`src/rtl/user_table_ctrl_if.sv`:
```
// rtl/user_table_ctrl_if.sv - request/response bundle between the shop command FSM and the user table
interface user_table_ctrl_if #(
  parameter int IDX_BITS  = 4,
  parameter int NAME_BITS = 24,
  parameter int PASS_BITS = 32
);
  logic                 i_req_valid;
  logic                 o_req_ready;
  logic [1:0]           i_op;
  logic [NAME_BITS-1:0] i_name;
  logic [PASS_BITS-1:0] i_pass;
  logic                 i_perm;
  logic                 o_done;
  logic [2:0]           o_status;
  logic [IDX_BITS-1:0]  o_idx;
  logic                 o_perm;
  logic [IDX_BITS-1:0]  o_count;

  modport master (
    output i_req_valid, i_op, i_name, i_pass, i_perm,
    input  o_req_ready, o_done, o_status, o_idx, o_perm, o_count
  );

  modport slave (
    input  i_req_valid, i_op, i_name, i_pass, i_perm,
    output o_req_ready, o_done, o_status, o_idx, o_perm, o_count
  );
endinterface

```
`src/rtl/user_table_ctrl.sv`:
```
// rtl/user_table_ctrl.sv - user database: one-slot-per-cycle scan, then a single execute/write cycle
module user_table_ctrl #(
  parameter int                   MAX_USERS      = 5,
  parameter int                   IDX_BITS       = 4,
  parameter int                   NAME_BITS      = 24,
  parameter int                   PASS_BITS      = 32,
  parameter logic [NAME_BITS-1:0] ADMIN_USERNAME = "Adm",
  parameter logic [PASS_BITS-1:0] ADMIN_PASSWORD = "root"
) (
  input logic              i_clk,
  input logic              i_reset,
  user_table_ctrl_if.slave bus
);
  localparam int SLOT_BITS = $clog2(MAX_USERS);

  localparam logic [1:0] OP_LOGIN = 2'd0, OP_ADD = 2'd1, OP_DELETE = 2'd2, OP_FIND = 2'd3;
  localparam logic [2:0] ST_OK = 3'd0, ST_UNKNOWN = 3'd1, ST_TAKEN = 3'd2, ST_FULL = 3'd3,
                         ST_BAD_PASS = 3'd4, ST_NO_DEL_ADMIN = 3'd5;

  typedef enum logic [1:0] {S_IDLE, S_SCAN, S_EXEC} state_t;
  state_t state_q, state_d;

  logic [MAX_USERS-1:0] valid_q, valid_d, perm_q, perm_d;
  logic [NAME_BITS-1:0] name_q [MAX_USERS];
  logic [NAME_BITS-1:0] name_d [MAX_USERS];
  logic [PASS_BITS-1:0] pass_q [MAX_USERS];
  logic [PASS_BITS-1:0] pass_d [MAX_USERS];

  logic [1:0]           op_q, op_d;
  logic [NAME_BITS-1:0] lname_q, lname_d;
  logic [PASS_BITS-1:0] lpass_q, lpass_d;
  logic                 lperm_q, lperm_d;
  logic [SLOT_BITS-1:0] ptr_q, ptr_d, hit_idx_q, hit_idx_d, free_idx_q, free_idx_d;
  logic                 hit_q, hit_d, free_q, free_d;
  logic [IDX_BITS-1:0]  count_q, count_d, idx_q, idx_d;
  logic [2:0]           status_q, status_d;
  logic                 done_q, done_d, rperm_q, rperm_d;

  always_ff @(posedge i_clk) begin
    if (i_reset) state_q <= S_IDLE;
    else         state_q <= state_d;
  end

  always_comb begin
    state_d = state_q;
    case (state_q)
      S_IDLE:  if (bus.i_req_valid) state_d = S_SCAN;
      S_SCAN:  if (ptr_q == SLOT_BITS'(MAX_USERS - 1)) state_d = S_EXEC;
      S_EXEC:  state_d = S_IDLE;
      default: state_d = S_IDLE;
    endcase
  end

  always_comb begin
    bus.o_req_ready = (state_q == S_IDLE);
    bus.o_done      = done_q;
    bus.o_status    = status_q;
    bus.o_idx       = idx_q;
    bus.o_perm      = rperm_q;
    bus.o_count     = count_q;
  end

  always_comb begin
    valid_d    = valid_q;
    perm_d     = perm_q;
    name_d     = name_q;
    pass_d     = pass_q;
    op_d       = op_q;
    lname_d    = lname_q;
    lpass_d    = lpass_q;
    lperm_d    = lperm_q;
    ptr_d      = ptr_q;
    hit_d      = hit_q;
    hit_idx_d  = hit_idx_q;
    free_d     = free_q;
    free_idx_d = free_idx_q;
    count_d    = count_q;
    status_d   = status_q;
    idx_d      = idx_q;
    rperm_d    = rperm_q;
    done_d     = 1'b0;
    case (state_q)
      S_IDLE: begin
        if (bus.i_req_valid) begin
          op_d       = bus.i_op;
          lname_d    = bus.i_name;
          lpass_d    = bus.i_pass;
          lperm_d    = bus.i_perm;
          ptr_d      = '0;
          hit_d      = 1'b0;
          hit_idx_d  = '0;
          free_d     = 1'b0;
          free_idx_d = '0;
        end
      end
      S_SCAN: begin
        // First match and lowest hole win; later slots cannot override them.
        if (valid_q[ptr_q] && name_q[ptr_q] == lname_q && !hit_q) begin
          hit_d     = 1'b1;
          hit_idx_d = ptr_q;
        end
        if (!valid_q[ptr_q] && !free_q) begin
          free_d     = 1'b1;
          free_idx_d = ptr_q;
        end
        ptr_d = ptr_q + 1'b1;
      end
      S_EXEC: begin
        done_d  = 1'b1;
        idx_d   = '0;
        rperm_d = 1'b0;
        case (op_q)
          OP_LOGIN, OP_FIND: begin
            if (!hit_q) status_d = ST_UNKNOWN;
            else if (op_q == OP_LOGIN && pass_q[hit_idx_q] != lpass_q) status_d = ST_BAD_PASS;
            else begin
              status_d = ST_OK;
              idx_d    = IDX_BITS'(hit_idx_q);
              rperm_d  = perm_q[hit_idx_q];
            end
          end
          OP_ADD: begin
            if (hit_q) status_d = ST_TAKEN;
            else if (!free_q) status_d = ST_FULL;
            else begin
              status_d           = ST_OK;
              idx_d              = IDX_BITS'(free_idx_q);
              valid_d[free_idx_q] = 1'b1;
              perm_d[free_idx_q]  = lperm_q;
              name_d[free_idx_q]  = lname_q;
              pass_d[free_idx_q]  = lpass_q;
              count_d            = count_q + 1'b1;
            end
          end
          OP_DELETE: begin
            if (!hit_q) status_d = ST_UNKNOWN;
            else if (hit_idx_q == '0) status_d = ST_NO_DEL_ADMIN;
            else begin
              status_d           = ST_OK;
              idx_d              = IDX_BITS'(hit_idx_q);
              valid_d[hit_idx_q] = 1'b0;
              count_d            = count_q - 1'b1;
            end
          end
          default: status_d = status_q;
        endcase
      end
      default: ;
    endcase
  end

  always_ff @(posedge i_clk) begin
    if (i_reset) begin
      for (int i = 0; i < MAX_USERS; i++) begin
        name_q[i] <= '0;
        pass_q[i] <= '0;
      end
      name_q[0]  <= ADMIN_USERNAME;
      pass_q[0]  <= ADMIN_PASSWORD;
      valid_q    <= MAX_USERS'(1);
      perm_q     <= MAX_USERS'(1);
      op_q       <= OP_LOGIN;
      lname_q    <= '0;
      lpass_q    <= '0;
      lperm_q    <= 1'b0;
      ptr_q      <= '0;
      hit_q      <= 1'b0;
      hit_idx_q  <= '0;
      free_q     <= 1'b0;
      free_idx_q <= '0;
      count_q    <= IDX_BITS'(1);
      status_q   <= ST_OK;
      idx_q      <= '0;
      rperm_q    <= 1'b0;
      done_q     <= 1'b0;
    end else begin
      name_q     <= name_d;
      pass_q     <= pass_d;
      valid_q    <= valid_d;
      perm_q     <= perm_d;
      op_q       <= op_d;
      lname_q    <= lname_d;
      lpass_q    <= lpass_d;
      lperm_q    <= lperm_d;
      ptr_q      <= ptr_d;
      hit_q      <= hit_d;
      hit_idx_q  <= hit_idx_d;
      free_q     <= free_d;
      free_idx_q <= free_idx_d;
      count_q    <= count_d;
      status_q   <= status_d;
      idx_q      <= idx_d;
      rperm_q    <= rperm_d;
      done_q     <= done_d;
    end
  end
endmodule

```
`src/flat_wrapper.sv`:
```
// flat-port wrapper written by rule: the top's interface ports become plain ports
module user_table_ctrl_flat 
#(
  parameter int                   MAX_USERS      = 5,
  parameter int                   IDX_BITS       = 4,
  parameter int                   NAME_BITS      = 24,
  parameter int                   PASS_BITS      = 32,
  parameter logic [NAME_BITS-1:0] ADMIN_USERNAME = "   ",
  parameter logic [PASS_BITS-1:0] ADMIN_PASSWORD = "    "
)
  (i_clk, i_reset, bus_i_req_valid, bus_i_op, bus_i_name, bus_i_pass, bus_i_perm, bus_o_req_ready, bus_o_done, bus_o_status, bus_o_idx, bus_o_perm, bus_o_count);
  user_table_ctrl_if #(.IDX_BITS(IDX_BITS), .NAME_BITS(NAME_BITS), .PASS_BITS(PASS_BITS)) bus_i ();
  input logic i_clk;
  input logic i_reset;
  input wire logic [$bits(bus_i.i_req_valid)-1:0] bus_i_req_valid;
  input wire logic [$bits(bus_i.i_op)-1:0] bus_i_op;
  input wire logic [$bits(bus_i.i_name)-1:0] bus_i_name;
  input wire logic [$bits(bus_i.i_pass)-1:0] bus_i_pass;
  input wire logic [$bits(bus_i.i_perm)-1:0] bus_i_perm;
  output wire logic [$bits(bus_i.o_req_ready)-1:0] bus_o_req_ready;
  output wire logic [$bits(bus_i.o_done)-1:0] bus_o_done;
  output wire logic [$bits(bus_i.o_status)-1:0] bus_o_status;
  output wire logic [$bits(bus_i.o_idx)-1:0] bus_o_idx;
  output wire logic [$bits(bus_i.o_perm)-1:0] bus_o_perm;
  output wire logic [$bits(bus_i.o_count)-1:0] bus_o_count;
  assign bus_i.i_req_valid = bus_i_req_valid;
  assign bus_i.i_op = bus_i_op;
  assign bus_i.i_name = bus_i_name;
  assign bus_i.i_pass = bus_i_pass;
  assign bus_i.i_perm = bus_i_perm;
  assign bus_o_req_ready = bus_i.o_req_ready;
  assign bus_o_done = bus_i.o_done;
  assign bus_o_status = bus_i.o_status;
  assign bus_o_idx = bus_i.o_idx;
  assign bus_o_perm = bus_i.o_perm;
  assign bus_o_count = bus_i.o_count;
  user_table_ctrl #(.MAX_USERS(MAX_USERS), .IDX_BITS(IDX_BITS), .NAME_BITS(NAME_BITS), .PASS_BITS(PASS_BITS), .ADMIN_USERNAME(ADMIN_USERNAME), .ADMIN_PASSWORD(ADMIN_PASSWORD)) u_core (.i_clk(i_clk), .i_reset(i_reset), .bus(bus_i));
endmodule
```
`config.mk`:
```
export PLATFORM = sky130hd
export DESIGN_NAME = user_table_ctrl_flat
export DESIGN_NICKNAME = d
export VERILOG_FILES = /design/src/rtl/user_table_ctrl_if.sv /design/src/rtl/user_table_ctrl.sv /design/src/flat_wrapper.sv
export SDC_FILE = /design/constraint.sdc
export NUM_CORES = 1
export LEC_CHECK = 0
export ABC_AREA = 0
export CORE_AREA = 2 2 167 209
export CTS_CLUSTER_DIAMETER = 100
export DETAILED_ROUTE_END_ITERATION = 8
export DIE_AREA = 0 0 169 211
export GPL_TIMING_DRIVEN = 0
export PLACE_DENSITY = 0.67
export SYNTH_ARGS = -nofsm -noshare
export SYNTH_HDL_FRONTEND = slang
export SYNTH_SLANG_ARGS = --single-unit
```
`constraint.sdc`:
```
create_clock -name i_clk -period 6.95 [get_ports i_clk]
set_input_delay 1.39 -clock i_clk [delete_from_list [all_inputs] [get_ports i_clk]]
set_output_delay 1.39 -clock i_clk [all_outputs]
set_load 0.005 [all_outputs]
```
; ---- Word-level counts from Yosys, hierarchy flattened
; Index checks and enable logic that the tools add are counted.
[classes]
add_sub_neg = 3
n_lt_le_gt_ge = 9
n_eq_ne = 16
mux = 63
n_bitwise = 7
n_reduce_logical = 23
[op_table]
columns = op, count
row1 = bitwise mux 160 bit, 1
row2 = bitwise mux 120 bit, 1
row3 = binary-select mux 32 bit (select 3 bit), 1
row4 = demux 32 bit (select 3 bit), 1
row5 = 2-to-1 mux 32 bit, 3
row6 = binary-select mux 24 bit (select 3 bit), 1
row7 = demux 24 bit (select 3 bit), 1
row8 = 2-to-1 mux 24 bit, 3
row9 = 2-to-1 mux 3 bit, 11
row10 = inequality test 32 bit, 1
row11 = 2-to-1 mux 4 bit, 7
row12 = == test 24 bit, 1
row13 = 2-to-1 mux 5 bit, 4
row14 = one-hot mux 3 bit (2 select lines), 3
row15 = "greater-or-equal comparator 4 bit, second input constant", 3
row16 = "< comparator 3 x 4 -> 1 bit, second input constant", 3
row17 = inverter 3 -> 4 bit, 3
row18 = one-hot mux 4 bit (3 select lines), 1
row19 = 2-to-1 mux 1 bit, 11
row20 = "inequality test 2 x 1 -> 1 bit, second input constant", 5
row21 = one-hot mux 5 bit (2 select lines), 1
row22 = one-hot mux 3 bit (3 select lines), 1
row23 = one-hot mux 4 bit (2 select lines), 1
row24 = logical AND 1 bit, 7
row25 = 28 further kinds, 46
[totals]
reg_bits = 375
input_bits = 62
elab_cells = 148

; ---- Longest topological paths before layout
[depth]
depth_word = 9
depth_mapped = 11
mapped_depth_nobuf = 9

; ---- Worst setup path after synthesis
; OpenSTA, ideal clock, no wires.
[synth_path]
path_kind = input to register
start = in i_reset
end = reg u_core.rperm_q (netlist: u_core.bus.o_perm)
arrival_time_ps = 2402
required_ps = 6875
path_slack_ps = 4473
path_stages = 5
n_path_buf = 1
cell_sequence = clkbuf_1 > nor3_1 > nor3b_1 > a31oi_1 > o21ai_0
[synth_lines]
columns = element, line_no
row1 = from (decl), flat_wrapper.sv:14  ; input logic i_reset;
row2 = to (signal assigned), user_table_ctrl.sv:193  ; rperm_q <= rperm_d;
row3 = to (decl), user_table_ctrl.sv:37  ; logic done_q, done_d, rperm_q, rperm_d;

; ---- Worst setup path in the final report
[layout_path]
start = reg u_core.hit_idx_q[0]
end = reg u_core.status_q[2] (netlist: u_core.bus.o_status[2])
[layout_via]
elab_chain_len = 9
[layout_lines]
columns = element, line_no
row1 = from (decl), user_table_ctrl.sv:33  ; logic [SLOT_BITS-1:0] ptr_q, ptr_d, hit_idx_q, hit_idx_d, free_idx_q, free_idx_d;
row2 = from (signal assigned), user_table_ctrl.sv:187  ; hit_idx_q <= hit_idx_d;
row3 = inverter 3 -> 4 bit (not written as such), user_table_ctrl.sv:115  ; else if (op_q == OP_LOGIN && pass_q[hit_idx_q] != lpass_q) status_d = ST_BAD_PASS;
row4 = binary-select mux 32 bit (select 3 bit), user_table_ctrl.sv:115
row5 = 2-to-1 mux 32 bit (not written as such) (2 in series), user_table_ctrl.sv:115
row6 = inequality test 32 bit, user_table_ctrl.sv:115
row7 = logical AND 1 bit, user_table_ctrl.sv:115
row8 = 2-to-1 mux 3 bit, user_table_ctrl.sv:115
row9 = 2-to-1 mux 3 bit, user_table_ctrl.sv:114  ; if (!hit_q) status_d = ST_UNKNOWN;
row10 = one-hot mux 3 bit (3 select lines) *, user_table_ctrl.sv:112  ; case (op_q)
row11 = to (signal assigned), user_table_ctrl.sv:191  ; status_q <= status_d;
row12 = to (decl), user_table_ctrl.sv:36  ; logic [2:0] status_q, status_d;
; Mark *: on every way between the ends. The rest lies on a longest branch, timed or not. The select of a mux whose other input is x is not followed.
; A chain may end at the register's enable or synchronous reset.

==> results.md <==
- Tmin final: 3.80 ns
- Critical path launch point type: flip-flop
- Die height: 211 um
- GP Congestion: 0.965
- Max Cap Violations: 0
- Placement Cell Area: 18,600 um2
- Die width: 169 um
- Post-synth cell types: 71
- Grt total ovfl: 0
- Final hold violations: 0
- GR Util All Layers: 0.354
- Commonest non-fill, non-tap cell in the layout: nand2_1
- Initial antenna violation count: 0
- Mapped Avg Cell Area: 7.67 um2
- Synthesized instance count: 2,258
- Crit Path Max Fanout: 10
- Highest-count cells in the layout ignoring fill and taps: nand2_1 (732), a21oi_1 (393), dfxtp_1 (374), clkbuf_1 (182), mux2i_1 (102)
- RSZ-0062 raised after global routing: no
- Largest net degree at the start of global routing: 14
- Leakage power: 6.39 nW
- Critical Path Sink Type: flip-flop
- Worst endpoint data arrival time: 4.24 ns
- Hold WC Path Type: reg2reg
- Vias per cell: 5.99
- WL/cell: 22.5 um
- Critical path class: reg2reg
- H-Tree Level Count: 2
- # setup viols final: 0
- Seq/Total Area, Yosys: 0.432
- Final period utilization: 0.547
- IO Port Bufs: 73
- CTS tree: done
- Max-slew headroom: 0.185
- Layout cells sized above 1: 0.0572
- Post_cts resized: 0
- Routed via count: 16,900
- Fmax: 263 MHz
- Pwr dens: 233 nW/um2
- Count of state elements after synthesis: 374
- Post-synth EDFFs: 0
- Post-layout nets: 2,443
- CTS sink cnt: 374
- Post-route cell area: 19,800 um2
- Clock tree root driver cell: clkbuf_16
- Syn Nets: 2,328
- DR DRC count: 0
- Routed wire length: 63.5 mm
- Clock buffer depth: 3
- Async S/R FF share, synth: 0
- Status: completed
- Slew Limit Fails: 0
- Setup TNS: 0 ns
- DRT Pass-1 Iters: 6
- DRT iter0 DRCs: 1,410
- Mapped Area: 17,300 um2
- Worst-skew pair later-pin latency: 0.56 ns
- Rows: 75
- Vias in the first global route: 16,200
- Antenna Nets Post-Route: 0
- Initial core utilization: 0.515
- First-pass GRT wire length: 95.8 mm
- Worst EP required: 7.39 ns
- CTS Buf Count: 40
- N_diodes: 0
- Worst Tran Pin Value: 1.22 ns
- Area of the die: 35,700 um2
- Hold Buf Count CTS: 0
- Dpl hpwl: 45.2 mm
- Worst Hold Slack: 0.449 ns
- Synthesis Warnings: 0
- Top FF cell, synth: dfxtp_1
- Clock transition at path regs: 0.06 ns
- Core Region: 33,600 um2
- Layout Skew: 0.0217 ns
- Postcts setup bufs: 0
- Area Overhead vs Synth: 14.4%
- Top Ports: 76
- VDD IR max: 0.200 mV
-- cell usage after synthesis (17+ instances only) --
cell,n,area (um2)
nand2_1,732,2750
a21oi_1,393,1970
dfxtp_1,374,7490
clkbuf_1,174,653
mux2i_1,102,1020
nor2_1,42,158
a22oi_1,32,240
o21ai_0,30,150
o22ai_1,25,156
xnor2_1,24,210
xor2_1,24,210
nand3_1,23,115
buf_2,21,105
inv_1,21,78.8
mux2_2,17,191
-- critical path: stages, from the launching register on --
cell	delay, ns
dfxtp_1	0.33
buf_2	0.23
buf_2	0.24
nor2_1	0.94
a22oi_1	0.20
a311oi_1	0.52
nand4_1	0.18
nor4_1	0.42
nand4_1	0.36
a21o_1	0.26
-- where the power goes --
group	switching (W)	total (W)	internal (W)	leakage [nW]
registers	0.00000746	0.00217	0.00217	3.02
clock network	0.000893	0.00207	0.00118	0.605
logic	0.000246	0.000365	0.000119	2.77
-- routing by layer --
metal  track usage  wire [um]  vias up
met1         0.386      22900     7983
met4         0.253       4970        0
met3        0.0543       4330      283
met2         0.625      31300      795
li1              -          -     7827
met5             0          0        -
-- final timing paths --
kind	start	endpoint	slack (ns)	depth (start not counted)
hold reg to reg	u_core.perm_q[2]	u_core.perm_q[2]	0.45	2
hold / removal	u_core.perm_q[2]	u_core.perm_q[2]	0.45	2
setup / recovery	u_core.hit_idx_q[0]	u_core.bus.o_status[2]	3.15	9
setup reg to reg	u_core.hit_idx_q[0]	u_core.bus.o_status[2]	3.15	9
-- cell families after synthesis --
group | synth area share
AO/OA/AOI/OAI | 0.186
XOR/XNOR | 0.0243
other | 0.000217
AND/OR/NAND/NOR | 0.211
multiplexers | 0.0778
adder cells (fa/ha/maj) | 0.00622
flip-flops | 0.432
buffers and inverters | 0.0619
-- area by class of cell --
type / instances / area [um2]
plain buffers: 226 / 980
clock buffers: 55 / 1140
clock inverters: 10 / 92.6
fillers: 3158 / 13800
inverters: 24 / 92.6
multi-input cells: 1634 / 8750
flip-flops and latches: 374 / 7490
well taps: 423 / 529
repair buffers: 73 / 731
-- registers in the layout, indices dropped and copies added (netlist names), 4 cells and up --
name / flops
u_core.pass_q: 160
u_core.name_q: 120
u_core.lpass_q: 32
u_core.lname_q: 24
u_core.perm_q: 5
u_core.valid_q: 5
u_core.bus.o_count: 4
-- through the flow --
step	utilization	setup slack, ns	power (W)	std cells
3_3_place_gp	0.553	3.22	0.00258	2754
5_1_grt	0.589	3.16	0.00473	2819
4_1_cts	0.589	3.32	0.00462	2819
6_report	0.589	3.15	0.00461	2819
2_1_floorplan	-	4.47	0.00243	2258
3_5_place_dp	0.553	3.23	0.00258	2754
Note: power is estimated with default switching activity, not from simulation.
